`src/rtl/uart_pkg.sv`:
```
// Shared UART definitions: parity modes, receiver FSM states, baud divider.
package uart_pkg;

    localparam int PAR_NONE = 0;
    localparam int PAR_ODD  = 1;
    localparam int PAR_EVEN = 2;

    typedef enum logic [2:0] {
        ST_IDLE,
        ST_START,
        ST_DATA,
        ST_PARITY,
        ST_STOP
    } rx_state_e;

    // Clock cycles per bit period; the transmitter uses the same rounding.
    function automatic int calcBaudDiv(input int clkFreq, input int baudRate);
        return clkFreq / baudRate;
    endfunction

endpackage

```
`src/rtl/uart_rx_byte.sv`:
```
// Single-frame UART receiver: synchroniser, baud counter and byte FSM.
// The byte_done, par_err and frm_err outputs are valid only in the stop-sample cycle.
module uart_rx_byte
    import uart_pkg::*;
#(
    parameter int CLK_FREQ = 50000000,
    parameter int BR       = 115200,
    parameter int CHECK    = PAR_ODD
) (
    input  logic       clk,
    input  logic       rst_n,
    input  logic       rx,
    output logic [7:0] byte_data,
    output logic       byte_done,
    output logic       par_err,
    output logic       frm_err,
    output logic       rx_idle
);

    localparam int BAUD_DIV = calcBaudDiv(CLK_FREQ, BR);
    localparam int HALF     = BAUD_DIV / 2;
    localparam int CW       = $clog2(BAUD_DIV);

    logic          rx_meta_q, rx_s_q, rx_d_q;
    logic          fall_edge;
    logic          tick, half_tick;
    rx_state_e     state_q, state_d;
    logic [CW-1:0] cnt_q, cnt_d;
    logic [2:0]    bit_q, bit_d;
    logic [7:0]    shift_q, shift_d;
    logic          par_err_q, par_err_d;

    // Two-flop synchroniser plus one delay flop, all idling high so reset is not seen as a start edge.
    always_ff @(posedge clk or negedge rst_n) begin
        if (!rst_n) begin
            rx_meta_q <= 1'b1;
            rx_s_q    <= 1'b1;
            rx_d_q    <= 1'b1;
        end else begin
            rx_meta_q <= rx;
            rx_s_q    <= rx_meta_q;
            rx_d_q    <= rx_s_q;
        end
    end

    assign fall_edge = rx_d_q & ~rx_s_q;
    assign tick      = (cnt_q == CW'(BAUD_DIV - 1));
    assign half_tick = (cnt_q == CW'(HALF));

    // State, baud counter, bit counter, shift register and latched parity error.
    always_ff @(posedge clk or negedge rst_n) begin
        if (!rst_n) begin
            state_q   <= ST_IDLE;
            cnt_q     <= '0;
            bit_q     <= '0;
            shift_q   <= '0;
            par_err_q <= 1'b0;
        end else begin
            state_q   <= state_d;
            cnt_q     <= cnt_d;
            bit_q     <= bit_d;
            shift_q   <= shift_d;
            par_err_q <= par_err_d;
        end
    end

    // After the start sample the counter restarts at 0, so every later sample lands one full bit on, at mid-bit.
    always_comb begin
        state_d   = state_q;
        cnt_d     = tick ? '0 : cnt_q + 1'b1;
        bit_d     = bit_q;
        shift_d   = shift_q;
        par_err_d = par_err_q;
        byte_done = 1'b0;
        frm_err   = 1'b0;
        case (state_q)
            ST_IDLE: begin
                cnt_d = '0;
                if (fall_edge) begin
                    state_d   = ST_START;
                    par_err_d = 1'b0;
                end
            end
            ST_START: begin
                if (half_tick) begin
                    cnt_d = '0;
                    if (rx_s_q) begin
                        state_d = ST_IDLE;
                    end else begin
                        state_d = ST_DATA;
                        bit_d   = '0;
                    end
                end
            end
            ST_DATA: begin
                if (tick) begin
                    shift_d = {rx_s_q, shift_q[7:1]};
                    bit_d   = bit_q + 3'd1;
                    if (bit_q == 3'd7) begin
                        state_d = (CHECK == PAR_NONE) ? ST_STOP : ST_PARITY;
                    end
                end
            end
            ST_PARITY: begin
                if (tick) begin
                    par_err_d = ((^{shift_q, rx_s_q}) != (CHECK == PAR_ODD));
                    state_d   = ST_STOP;
                end
            end
            ST_STOP: begin
                if (tick) begin
                    byte_done = 1'b1;
                    frm_err   = ~rx_s_q;
                    state_d   = ST_IDLE;
                end
            end
            default: state_d = ST_IDLE;
        endcase
    end

    assign byte_data = shift_q;
    assign par_err   = par_err_q;
    assign rx_idle   = (state_q == ST_IDLE);

endmodule

```
`src/rtl/uart_cmd_rx.sv`:
```
// UART command receiver: assembles NB bytes into one command word.
// Also handles the valid/ready handshake, error pulses and the inter-byte timeout.
module uart_cmd_rx
    import uart_pkg::*;
#(
    parameter int CMD_WIDTH    = 16,
    parameter int CLK_FREQ     = 50000000,
    parameter int BR           = 115200,
    parameter int CHECK        = PAR_ODD,
    parameter int TIMEOUT_BITS = 22
) (
    input  logic                 clk,
    input  logic                 rst_n,
    input  logic                 rx,
    output logic [CMD_WIDTH-1:0] cmd_out,
    output logic                 cmd_vld,
    input  logic                 cmd_rdy,
    output logic                 err_parity,
    output logic                 err_frame,
    output logic                 err_ovr
);

    localparam int NB        = CMD_WIDTH / 8;
    localparam int IW        = (NB > 1) ? $clog2(NB) : 1;
    localparam int TO_CYCLES = TIMEOUT_BITS * calcBaudDiv(CLK_FREQ, BR);
    localparam int TW        = $clog2(TO_CYCLES + 1);

    logic [7:0]           byte_data;
    logic                 byte_done, par_err, frm_err, rx_idle;
    logic                 good_byte;
    logic [IW-1:0]        idx_q, idx_d;
    logic [CMD_WIDTH-1:0] asm_q, asm_d;
    logic [CMD_WIDTH-1:0] cmd_q, cmd_d;
    logic                 vld_q, vld_d;
    logic                 perr_q, perr_d;
    logic                 ferr_q, ferr_d;
    logic                 ovr_q, ovr_d;
    logic [TW-1:0]        tmo_q, tmo_d;

    uart_rx_byte #(
        .CLK_FREQ (CLK_FREQ),
        .BR       (BR),
        .CHECK    (CHECK)
    ) u_rx_byte (
        .clk       (clk),
        .rst_n     (rst_n),
        .rx        (rx),
        .byte_data (byte_data),
        .byte_done (byte_done),
        .par_err   (par_err),
        .frm_err   (frm_err),
        .rx_idle   (rx_idle)
    );

    assign good_byte = byte_done & ~par_err & ~frm_err;

    // Assembly, command, handshake, error-pulse and timeout registers.
    always_ff @(posedge clk or negedge rst_n) begin
        if (!rst_n) begin
            idx_q  <= '0;
            asm_q  <= '0;
            cmd_q  <= '0;
            vld_q  <= 1'b0;
            perr_q <= 1'b0;
            ferr_q <= 1'b0;
            ovr_q  <= 1'b0;
            tmo_q  <= '0;
        end else begin
            idx_q  <= idx_d;
            asm_q  <= asm_d;
            cmd_q  <= cmd_d;
            vld_q  <= vld_d;
            perr_q <= perr_d;
            ferr_q <= ferr_d;
            ovr_q  <= ovr_d;
            tmo_q  <= tmo_d;
        end
    end

    // A completed command loads only if the output slot is free or is being freed this cycle.
    always_comb begin
        idx_d  = idx_q;
        asm_d  = asm_q;
        cmd_d  = cmd_q;
        vld_d  = vld_q;
        perr_d = 1'b0;
        ferr_d = 1'b0;
        ovr_d  = 1'b0;
        tmo_d  = '0;
        if (vld_q && cmd_rdy) begin
            vld_d = 1'b0;
        end
        if (good_byte) begin
            asm_d = (asm_q << 8) | CMD_WIDTH'(byte_data);
            if (idx_q == IW'(NB - 1)) begin
                idx_d = '0;
                if (!vld_q || cmd_rdy) begin
                    cmd_d = asm_d;
                    vld_d = 1'b1;
                end else begin
                    ovr_d = 1'b1;
                end
            end else begin
                idx_d = idx_q + 1'b1;
            end
        end else if (byte_done) begin
            idx_d  = '0;
            perr_d = par_err;
            ferr_d = frm_err;
        end
        if (rx_idle && (idx_q != '0)) begin
            if (tmo_q == TW'(TO_CYCLES - 1)) begin
                idx_d = '0;
            end else begin
                tmo_d = tmo_q + 1'b1;
            end
        end
    end

    assign cmd_out    = cmd_q;
    assign cmd_vld    = vld_q;
    assign err_parity = perr_q;
    assign err_frame  = ferr_q;
    assign err_ovr    = ovr_q;

endmodule

```
`config.mk`:
```
export PLATFORM = sky130hd
export DESIGN_NAME = uart_cmd_rx
export DESIGN_NICKNAME = d
export VERILOG_FILES = /design/src/rtl/uart_pkg.sv /design/src/rtl/uart_rx_byte.sv /design/src/rtl/uart_cmd_rx.sv
export SDC_FILE = /design/constraint.sdc
export NUM_CORES = 1
export LEC_CHECK = 0
export BUFFER_PORTS_ARGS = -buffer_cell sky130_fd_sc_hd__buf_2
export CAP_MARGIN = 20
export CORE_MARGIN = 8
export CORE_UTILIZATION = 50
export DETAILED_ROUTE_END_ITERATION = 8
export PLACE_DENSITY = 0.7
export SLEW_MARGIN = 20
export SYNTH_ARGS = -nofsm -noshare
export SYNTH_HDL_FRONTEND = slang
export SYNTH_SLANG_ARGS = --single-unit
export TNS_END_PERCENT = 50
```
`constraint.sdc`:
```
create_clock -name clk -period 5.4 [get_ports clk]
set_clock_uncertainty 0.1 [all_clocks]
set_input_delay 1.08 -clock clk [delete_from_list [all_inputs] [get_ports clk]]
set_output_delay 1.08 -clock clk [all_outputs]
set_load 0.1 [all_outputs]
```
# After elaboration in Yosys (flattened, before gate mapping)
# Cells that the tools add are included.
totals:
  ff_bits: 70
  latch_bits: 0
  mem_bits_rw: 0
  mem_bits_ro: 0
  output_inout_bits: 20
  word_cells: 96
  mem_count: 0
op_classes:
  addsub: 4
  mul: 0
  div: 0
  order_cmp: 0
  n_eq_ne: 15
  shift: 0
  mux: 40
  bitwise: 8
  n_reduce_logical: 13
ops:
  columns: ["cell", "count"]
  rows:
  - ["$mux W14", 2]
  - ["$mux W3", 9]
  - ["$mux W1", 22]
  - ["$mux W9", 2]
  - ["$pmux W9 S2", 1]
  - ["$or A16 B8 Y16", 1]
  - ["$pmux W3 S5", 1]
  - ["$add A14 B1 Y14 const B", 1]
  - ["$eq A14 B14 Y1 const B", 1]
  - ["$ne A2 B1 Y1 const B", 6]
  - ["$add A9 B1 Y9 const B", 1]
  - ["$eq A9 B8 Y1 const B", 1]
  - ["$eq A9 B9 Y1 const B", 1]
  - ["$reduce_xor A9 Y1", 1]
  - ["$eq A3 B2 Y1 const B", 2]
  - ["$eq A3 B3 Y1 const B", 2]
  - ["$pmux W3 S2", 1]
  - ["$reduce_and A3 Y1", 2]
  - ["$reduce_and A6 Y1", 1]
  - ["$not A1 Y1", 4]
  - ["$reduce_and A4 Y1", 1]
  - ["$reduce_bool A2 Y1", 2]
  - ["$add A3 B1 Y3 const B", 1]
  - ["$and A1 B1 Y1", 3]
  - ["10 further kinds", 11]

# Logic depth before layout (Yosys ltp)
# Gate-level depths: netlist of the first run.
logic_depth:
  word_depth: 8
  depth_mapped: 8
  mapped_depth_nobuf: 6

# Modules after synthesis
# A second synthesis of the first run with hierarchy kept.
hier_totals:
  cells_unflattened: 251
  area_unflattened_um2: 3171.8
by_module_without_submodules:
  columns: ["mod", "instances", "cells_each", "area_per_inst_um2", "seq_area_each_um2"]
  rows:
  - ["uart_cmd_rx", 1, 139, 1853.0, 1076.0]
  - ["uart_rx_byte", 1, 112, 1318.8, 679.4]

# Worst setup path before layout of the first run
# OpenSTA, ideal clock, no wires.
synth_timing:
  kind: "input -> register"
  startpoint: "in cmd_rdy"
  endpoint: "reg cmd_q[10] (netlist: cmd_out[10])"
  setup_ns: 0.125
  arrival_ns: 1.928
  required_time_ns: 5.175
  path_slack_ns: 3.246
  cell_stages: 4
  cell_sequence: "nand2b_1 > nand4b_4 > buf_6 > mux2_4"
synth_between:
  elab_chain_len: 2
synth_rtl:
  columns: ["element", "line_no", "text"]
  rows:
  - ["start, declared", "uart_cmd_rx.sv:17", "input logic cmd_rdy,"]
  - ["$logic_or A1 B1 Y1", "uart_cmd_rx.sv:97", "if (!vld_q || cmd_rdy) begin"]
  - ["$reduce_and A3 Y1 (no source line)", null, null]
  - ["end signal, assigned", "uart_cmd_rx.sv:71", "cmd_q <= cmd_d;"]
  - ["end, declared", "uart_cmd_rx.sv:33", "logic [CMD_WIDTH-1:0] cmd_q, cmd_d;"]
# No other way between the ends.
# A chain may end at the register's enable or synchronous reset.

# Worst setup path in the final report of the first run
layout_timing:
  startpoint: "reg cmd_q[5] (netlist: cmd_out[5])"
  endpoint: "out cmd_out[5]"
layout_lines:
  columns: ["element", "line_no", "text"]
  rows:
  - ["end, declared", "uart_cmd_rx.sv:15", "output logic [CMD_WIDTH-1:0] cmd_out,"]
# No word-level cell between the ends.

==> results.tsv, run 1 <==
metric	value	unit
power	0.00114	W
combPwrFrac	5.5	%
area_delta_synth_final	13.8	%
clk-insertion-delay-late	0.34	ns
max_slew_margin	46.3	%
place_congestion	0.780	
rows	29	
hold_buffers	0	
netSwitchingFraction	23.1	%
yosys_warnings	0	
p_seq_share	49.7	%
start_util	50.4	%
syn_area	3120	µm²
timing.final.crit_share	42.9	%
path_cells	buf_2	
slowest_stage	buf_2	
grt_setup_unrepaired	no	
postCtsResizedCells	0	
portBuffers	23	
syn_avg_cell_area	11.9	µm²
grt-ovfl-total	0	
dp_slack	3.07	ns
synth_flop_cell	dfrtp_1	
fillerInstances	508	
die_y	95.0	µm
cts.sinks	70	
nNetsFinal	301	
die_area	9030	µm²
antenna_found_initial	0	
vias	1970	
hold_viol_final	0	
path_max_fanout	2	
critical_path.top_delay_family	buffers and inverters	
min_period	2.32	ns
drcViolationCount	0	
wl	5340	µm
hold_class	reg -> reg	
r2r_cells	6	
setup_tns	0	ns
path_clk_slew	0.08	ns
avgViaCountPerCell	5.27	
grt_pass1_vias	1991	
grt_max_degree	38	
place.detailed.hpwl	3690	µm
syn_nets	272	
dr.pass1.iters	4	
crit_path_start_kind	register	
grt_first_pass_wirelength	9340	µm
fp.dieW	95.0	µm
ys_types	42	
end_kind	output port	
path_class	reg -> out	
final_cell_mix	dfrtp_1 (67), nand2_1 (36), nor2_1 (29)	
syn_inst	263	
power_switching	0.000264	W
setup_ws	3.08	ns
grt_usage	13.5	%
htree_levels	3	
synth_enable_flop_cells	0	
drv_slew	0	
worstMarginPinSlew	0.806	ns
wl_per_cell	14.3	µm
cts_tree	built	
final_common_cell	dfrtp_1	
maxCapViolations	0	
pwr-share-clk	44.8	%
boundaryPins	24	
post_cts_buffers	0	
ant_nets	0	
setup_violations	0	
diodes	0	
hold_path_depth	0	
clock-root-buffer	clkbuf_8	
status	completed	
final_util	57.3	%
internal_power	0.000880	W
cp_num_buf_inv	1	
layout-drive-gt1-share	25.3	%
cts_buffers	9	
multiInputGateArea	1320	µm²
synth_async_sr_flop_share	100	%
worstPathArrival	1.14	ns
drtIter0Drc	52	
hold_ws	0.262	ns
p_per_area	322	nW/µm²
core_area	6200	µm²
leakage	1.76	nW
seq_area_frac_synth	56.2	%
cpPeakStageDelay	0.43	ns
seqCellArea	1760	µm²
clock.fmax	432	MHz
peakVddDrop	0.222	mV
crit_cells	1	
cts.path.max_buffers	2	
yosys_register_bits	70	
required	4.22	ns
-- logic make-up (layout without fill, tap and decap cells) --
kind of cell / count (synthesis) / in the layout / synth area share (%)
AND/OR/NAND/NOR: 117 / 117 / 19.8
flip-flops: 70 / 70 / 56.2
XOR/XNOR: 26 / 26 / 7.73
multiplexers: 25 / 25 / 10.2
AO/OA/AOI/OAI: 10 / 10 / 2.52
buffers and inverters: 10 / 44 / 1.56
adder cells (fa/ha/maj): 5 / 5 / 2.00
-- flip-flops by register name, summed over array words and instances (netlist names) --
signal / count
u_rx_byte.rx_s_q: 1
err_frame: 1
err_ovr: 1
cmd_out: 16
u_rx_byte.rx_meta_q: 1
u_rx_byte.par_err: 1
u_rx_byte.byte_data: 8
u_rx_byte.cnt_q: 9
u_rx_byte.state_q: 3
err_parity: 1
u_rx_byte.bit_q: 3
asm_q: 8
cmd_vld: 1
tmo_q: 14
idx_q: 1
u_rx_byte.rx_d_q: 1
-- cell usage after synthesis (all sizes together), types with 2 or more instances --
cell type	instances	area share, %
and3	6	1.2
nor2	29	3.5
nand4	5	1.0
a31oi	2	0.40
nand2b	2	0.40
nand3	14	2.6
buf	5	0.96
nor3	7	1.1
and2b	2	0.48
nand2	36	4.3
nor4b	4	1.1
xor2	6	1.7
xnor2	19	5.3
nor3b	2	0.84
a22o	2	0.56
inv	4	0.48
and4b	2	0.64
dfrtp	67	54
and2	2	0.40
dfstp	3	2.5
mux2	25	10
ha	5	2.0
nand4b	2	1.0
-- per-layer routing --
metal / track usage, % / wire length (µm) / up-vias
li1: - / - / 967
met1: 17.7 / 2520 / 965
met2: 20.1 / 2510 / 28
met3: 3.54 / 217 / 10
met4: 7.02 / 87 / 0
met5: 0 / 0 / -
-- layout make-up --
type	instances	area share, %
Sequential cell	70	49.4
Clock buffer	9	3.48
Multi-Input combinational cell	183	37.1
Timing Repair Buffer	24	3.45
Tap cell	77	2.71
Inverter	4	0.422
Clock inverter	7	3.41
-- worst paths after layout --
kind,start,slack [ns],to
max,cmd_out[5]$_DFFE_PN0P_,3.08,cmd_out[5]
min,u_rx_byte.rx_meta_q$_DFF_PN1_,0.26,u_rx_byte.rx_s_q$_DFF_PN1_
max reg2reg,u_rx_byte.cnt_q[1]$_DFF_PN0_,3.24,cmd_out[12]$_DFFE_PN0P_
min reg2reg,u_rx_byte.rx_meta_q$_DFF_PN1_,0.26,u_rx_byte.rx_s_q$_DFF_PN1_
max in group asynchronous,rst_n,3.51,u_rx_byte.rx_s_q$_DFF_PN1_
min in group asynchronous,rst_n,0.72,cmd_out[13]$_DFFE_PN0P_
-- per-stage QoR --
stage	area, µm²	cells
4_1_cts	3550	374
3_5_place_dp	3310	358
6_report	3550	374
2_1_floorplan	3120	263
5_1_grt	3550	374
3_3_place_gp	3310	358
-- power groups by stage --
stage | Sequential, W | Combinational [W] | Clock, W
final | 0.000569 | 0.0000625 | 0.000513
after global routing | 0.000573 | 0.0000754 | 0.000545
after CTS | 0.000569 | 0.0000644 | 0.000526
after detailed placement | 0.000580 | 0.0000640 | 0
after global placement | 0.000579 | 0.0000620 | 0
after floorplan | 0.000572 | 0.0000474 | 0
Note: power is estimated with default switching activity, not from simulation.
==> run 2: changes to the inputs <==
--- a/config.mk
+++ b/config.mk
@@ -10,7 +10,7 @@
 export CORE_MARGIN = 8
 export CORE_UTILIZATION = 50
 export DETAILED_ROUTE_END_ITERATION = 8
-export PLACE_DENSITY = 0.7
+export PLACE_DENSITY = 0.73
 export SLEW_MARGIN = 20
 export SYNTH_ARGS = -nofsm -noshare
 export SYNTH_HDL_FRONTEND = slang
==> constraint.sdc (replaced) <==
create_clock -name clk -period 2.1 [get_ports clk]
set_clock_uncertainty 0.1 [all_clocks]
set_input_delay 0.42 -clock clk [delete_from_list [all_inputs] [get_ports clk]]
set_output_delay 0.42 -clock clk [all_outputs]
set_load 0.1 [all_outputs]
==> run 2 against run 1 <==
Total power is 140% higher. Sequential power increased to 2.6 times the previous value. Routed wire length up 0.15%. Non-clock buffer count is 9 higher. Worst setup slack got worse by 2.9 ns. Die area did not move. Hold slack worse by 0.19 ns. Largest cell class unchanged.
==> results.tsv, run 2 (same netlist as run 1, synthesis figures left out) <==
metric	value	unit	change
status	completed		unchanged
crit_path_start_kind	register		unchanged
layout-drive-gt1-share	27.5	%	was 25.3%
min_period	1.91	ns	
clk-insertion-delay-late	0.35	ns	was 0.34 ns
dr.pass1.iters	4		unchanged
cp_num_buf_inv	2		was 1
path_max_fanout	16		was 2
required	2.24	ns	was 4.22 ns
clock.fmax	525	MHz	
grt_pass1_vias	2029		was 1991
hold_class	in -> reg		was reg -> reg
start_util	50.4	%	unchanged
largest_register_ffs	16		unchanged
die_y	95.0	µm	unchanged
final_common_cell	dfrtp_1		unchanged
leakage	1.81	nW	was 1.76 nW
peakVddDrop	0.690	mV	was 0.222 mV
core_area	6200	µm²	unchanged
nNetsFinal	310		was 301
routed-wl-met2	2450	µm	was 2510 µm
drv_slew	0		unchanged
path_clk_slew	0.08	ns	about the same
grt_setup_unrepaired	no		unchanged
highest_layer	met4		unchanged
place.detailed.hpwl	3690	µm	about the same
wl_per_cell	14.0	µm	was 14.3 µm
cts.sinks	70		unchanged
grt_first_pass_wirelength	9450	µm	was 9340 µm
diodes	0		unchanged
dp_cells	364		was 358
dp_slack	-0.0345	ns	was 3.07 ns
setup_ws	0.194	ns	was 3.08 ns
hold_ws	0.0679	ns	was 0.262 ns
place_congestion	0.830		was 0.780
setup_tns	0	ns	unchanged
vias	1941		was 1970
critical_path.top_delay_family	simple AND/OR/NAND/NOR gates		was buffers and inverters
final_util	58.7	%	was 57.3%
slowest_stage	dfrtp_1		was buf_2
cts.path.max_buffers	2		unchanged
rows	29		unchanged
grt-ovfl-total	0		unchanged
fp.dieW	95.0	µm	unchanged
end_kind	register		was output port
setup_violations	0		unchanged
clock-root-buffer	clkbuf_8		unchanged
cts_buffers	9		unchanged
wl	5350	µm	was 5340 µm
cpPeakStageDelay	0.40	ns	was 0.43 ns
area_delta_synth_final	16.5	%	was 13.8%
portBuffers	23		unchanged
avgViaCountPerCell	5.07		was 5.27
drcViolationCount	0		unchanged
timing.final.crit_share	90.8	%	
worstPathArrival	2.05	ns	was 1.14 ns
maxCapViolations	0		unchanged
htree_levels	3		unchanged
final_cell_mix	dfrtp_1 (67), nand2_1 (36), nor2_1 (29)		unchanged
drtIter0Drc	83		was 52
ant_nets	0		unchanged
wl_met1	2490	µm	was 2520 µm
cts_tree	built		unchanged
antenna_found_initial	0		unchanged
hold_viol_final	0		unchanged
path_cells	inv_1 -> ha_1 -> and4b_2 -> nand3_2 -> nand4b_4 -> buf_12 -> mux2_4		was buf_2
die_area	9030	µm²	unchanged
grt_usage	13.6	%	was 13.5%
grt_max_degree	24		was 38
met3_length	324	µm	was 217 µm
boundaryPins	24		unchanged
p_per_area	755	nW/µm²	was 322 nW/µm²
worstMarginPinSlew	0.492	ns	was 0.806 ns
path_class	reg -> reg		was reg -> out
fin_cells	383		was 374
max_slew_margin	67.4	%	was 46.3%
run 2: changes by cell type in the layout (fill, tap and decap cells not counted), sizes merged:
cell,previous run,this run
buf,24,32
clkinv,0,3
bufinv,3,1
clkinvlp,3,1
clkbuf,9,10
dlygate4sd3,0,1
run 2: cell type report:
cell class                      count  area (µm²)
Sequential cell                    70        1760
Timing Repair Buffer               33         230
Tap cell                           77        96.3
Inverter                            4        15.0
Clock inverter                      6        68.8
Multi-Input combinational cell    183        1340
Clock buffer                       10         138
Fill cell                         515        2560
run 2: repair_timing:
action / in CTS / in global routing
hold buffers: 1 / 0
pin swaps: 0 / 1
hold endpoints to repair: 13 / 0
buffers inserted: 1 / 1
gates resized for setup: 1 / 3
setup endpoints to repair: 18 / 19
run 2: worst paths after layout:
path | from | to | slack [ns] | cells after the start
hold reg to reg | u_rx_byte.rx_meta_q$_DFF_PN1_ | u_rx_byte.rx_s_q$_DFF_PN1_ | 0.26 | 0
min in group asynchronous | rst_n | u_rx_byte.par_err$_DFFE_PN0P_ | 0.44 | 2
hold / removal | rx | u_rx_byte.rx_meta_q$_DFF_PN1_ | 0.07 | 1
setup / recovery | u_rx_byte.cnt_q[1]$_DFF_PN0_ | cmd_out[11]$_DFFE_PN0P_ | 0.19 | 7
max in group asynchronous | rst_n | u_rx_byte.rx_s_q$_DFF_PN1_ | 0.86 | 3
setup reg to reg | u_rx_byte.cnt_q[1]$_DFF_PN0_ | cmd_out[11]$_DFFE_PN0P_ | 0.19 | 7
run 2: where the power goes:
part | internal [W] | switching, W | total, W
combinational | 0.0000833 | 0.0000963 | 0.000180
clock | 0.000586 | 0.000520 | 0.00111
sequential | 0.00140 | 0.0000613 | 0.00146
total | 0.00207 | 0.000677 | 0.00275
run 2: stage by stage:
step	total power, W	instance area (µm²)
final	0.00275	3640
after global placement	0.00166	3380
after floorplan	0.00159	3120
after CTS	0.00279	3620
after detailed placement	0.00166	3380
after global routing	0.00290	3640
run 2: per-layer routing:
layer | up-vias | track usage (%)
li1 | 970 | -
met3 | 10 | 6.06
met2 | 28 | 21.6
met4 | 0 | 5.07
met5 | - | 0
met1 | 933 | 16.1
==> run 3: changes to the inputs <==
--- a/config.mk
+++ b/config.mk
@@ -10,7 +10,7 @@
 export CORE_MARGIN = 8
 export CORE_UTILIZATION = 50
 export DETAILED_ROUTE_END_ITERATION = 8
-export PLACE_DENSITY = 0.73
+export PLACE_DENSITY = 0.72
 export SLEW_MARGIN = 20
 export SYNTH_ARGS = -nofsm -noshare
 export SYNTH_HDL_FRONTEND = slang
==> run 3 against run 2 <==
Sequential power barely moved. Worst setup slack got worse by 0.046 ns. Routed wire length fell by 0.32%. Global-route usage fell by 0.32 points. First-iteration DRC count fell by 31%. Utilization fell by 0.20 points. Die area did not move. Total power rose by 2.9%. Count of clock-buffer cells in the layout rose by 1. Flip-flop and latch count did not move. Non-clock buffer count fell by 1. Critical path type unchanged. Critical endpoint is now cmd_out[6]$_DFFE_PN0P_. Largest power group unchanged.
==> results.tsv, run 3 (same netlist as run 1, synthesis figures left out) <==
metric	value	unit	change
leakage	1.81	nW	about the same
core_area	6200	µm²	unchanged
largest_register_ffs	16		unchanged
worstPathArrival	2.07	ns	was 2.05 ns
drtIter0Drc	57		was 83
final_cell_area	3630	µm²	was 3640 µm²
required	2.22	ns	was 2.24 ns
cpPeakStageDelay	0.41	ns	was 0.40 ns
maxCapViolations	0		unchanged
vias	2020		was 1941
min_period	1.95	ns	was 1.91 ns
clock-root-buffer	clkbuf_8		unchanged
grt-ovfl-total	0		unchanged
antenna_found_initial	0		unchanged
wl_per_cell	14.0	µm	about the same
cts_buffers	9		unchanged
avgViaCountPerCell	5.29		was 5.07
area_delta_synth_final	16.1	%	was 16.5%
max_slew_margin	67.4	%	about the same
cts_tree	built		unchanged
clock.fmax	512	MHz	was 525 MHz
crit_path_start_kind	register		unchanged
drcViolationCount	0		unchanged
grt_first_pass_wirelength	9340	µm	was 9450 µm
dpl_cell_area	3350	µm²	was 3380 µm²
cp_num_buf_inv	2		unchanged
hold_class	in -> reg		unchanged
layout-drive-gt1-share	26.6	%	was 27.5%
hold_viol_final	0		unchanged
fp.dieW	95.0	µm	unchanged
portBuffers	23		unchanged
power	0.00283	W	was 0.00275 W
path_cells	inv_1 -> ha_1 -> and4b_1 -> nand3_2 -> nand4b_4 -> buf_12 -> mux2_4		was inv_1 -> ha_1 -> and4b_2 -> nand3_2 -> nand4b_4 -> buf_12 -> mux2_4
grt_pass1_vias	2040		was 2029
clk-insertion-delay-late	0.34	ns	was 0.35 ns
critical_path.top_delay_family	simple AND/OR/NAND/NOR gates		unchanged
hold_ws	0.0794	ns	was 0.0679 ns
wl	5330	µm	was 5350 µm
drv_slew	0		unchanged
path_max_fanout	16		unchanged
nNetsFinal	309		was 310
rows	29		unchanged
setup_violations	0		unchanged
grt_setup_unrepaired	no		unchanged
dr.pass1.iters	4		unchanged
fillerInstances	500		was 515
end_kind	register		unchanged
final_common_cell	dfrtp_1		unchanged
path_class	reg -> reg		unchanged
peakVddDrop	0.481	mV	was 0.690 mV
diodes	0		unchanged
slowest_stage	dfrtp_1		unchanged
boundaryPins	24		unchanged
worstMarginPinSlew	0.492	ns	about the same
status	completed		unchanged
cts.path.max_buffers	2		unchanged
setup_tns	0	ns	unchanged
path_clk_slew	0.07	ns	was 0.08 ns
cts.sinks	70		unchanged
htree_levels	3		unchanged
grt_max_degree	71		was 24
place_congestion	0.798		was 0.830
timing.final.crit_share	93.0	%	was 90.8%
place.detailed.hpwl	3640	µm	was 3690 µm
start_util	50.4	%	unchanged
p_per_area	780	nW/µm²	was 755 nW/µm²
die_area	9030	µm²	unchanged
ant_nets	0		unchanged
final_cell_mix	dfrtp_1 (67), nand2_1 (36), nor2_1 (29)		unchanged
grt_usage	13.3	%	was 13.6%
die_y	95.0	µm	unchanged
## run 3: timing repair
action | 4_1_cts | 5_1_grt
gates resized for setup | 1 | 0
pin swaps | 0 | 1
hold endpoints to repair | 26 | 0
setup endpoints to repair | 17 | 4
hold buffers | 1 | 0
buffers inserted | 1 | 2
## run 3: cell type report
| type | instances | area (µm²) | area share [%] |
|---|---|---|---|
| well taps | 77 | 96.3 | 2.66 |
| clock buffers | 11 | 141 | 3.90 |
| repair buffers | 32 | 210 | 5.79 |
| clock inverters | 5 | 81.3 | 2.24 |
| flip-flops and latches | 70 | 1760 | 48.4 |
| multi-input cells | 183 | 1330 | 36.6 |
| inverters | 4 | 15.0 | 0.414 |
## run 3: worst reg2reg max path: stages, from the launching register on
cell	delay, ns
dfrtp_1	0.41
inv_1	0.06
ha_1	0.12
and4b_1	0.34
nand3_2	0.13
nand4b_4	0.20
buf_12	0.18
mux2_4	0.30
## run 3: worst paths after layout
| path | from | endpoint | slack, ns | cells after the start |
|---|---|---|---|---|
| min in group asynchronous | rst_n | cmd_out[13]$_DFFE_PN0P_ | 0.52 | 3 |
| worst min-delay path | rx | u_rx_byte.rx_meta_q$_DFF_PN1_ | 0.08 | 1 |
| worst min register to register | u_rx_byte.rx_meta_q$_DFF_PN1_ | u_rx_byte.rx_s_q$_DFF_PN1_ | 0.26 | 0 |
| max in group asynchronous | rst_n | u_rx_byte.rx_meta_q$_DFF_PN1_ | 1.03 | 3 |
| worst max-delay path | u_rx_byte.cnt_q[1]$_DFF_PN0_ | cmd_out[6]$_DFFE_PN0P_ | 0.15 | 7 |
| worst max register to register | u_rx_byte.cnt_q[1]$_DFF_PN0_ | cmd_out[6]$_DFFE_PN0P_ | 0.15 | 7 |
## run 3: metrics by stage
step	setup WS (ns)	util (%)	instances
CTS	0.126	58.2	380
global placement	0.0231	54.0	362
finish	0.147	58.5	382
floorplan	0.0598	-	263
detailed placement	-0.0177	54.0	362
global route	0.00761	58.5	382
## run 3: power by group
part	total [W]	internal (W)	switching [W]
Sequential	0.00147	0.00140	0.0000659
Combinational	0.000180	0.0000830	0.0000967
Clock	0.00118	0.000703	0.000478
## run 3: metal layers
metal	routed length, µm	GRT usage [%]	up-vias	part of all wire [%]
met3	301	5.83	6	5.6
met4	70	4.03	0	1.3
met5	0	0	-	0
li1	-	-	982	-
met2	2540	21.5	33	48
met1	2420	15.7	999	45
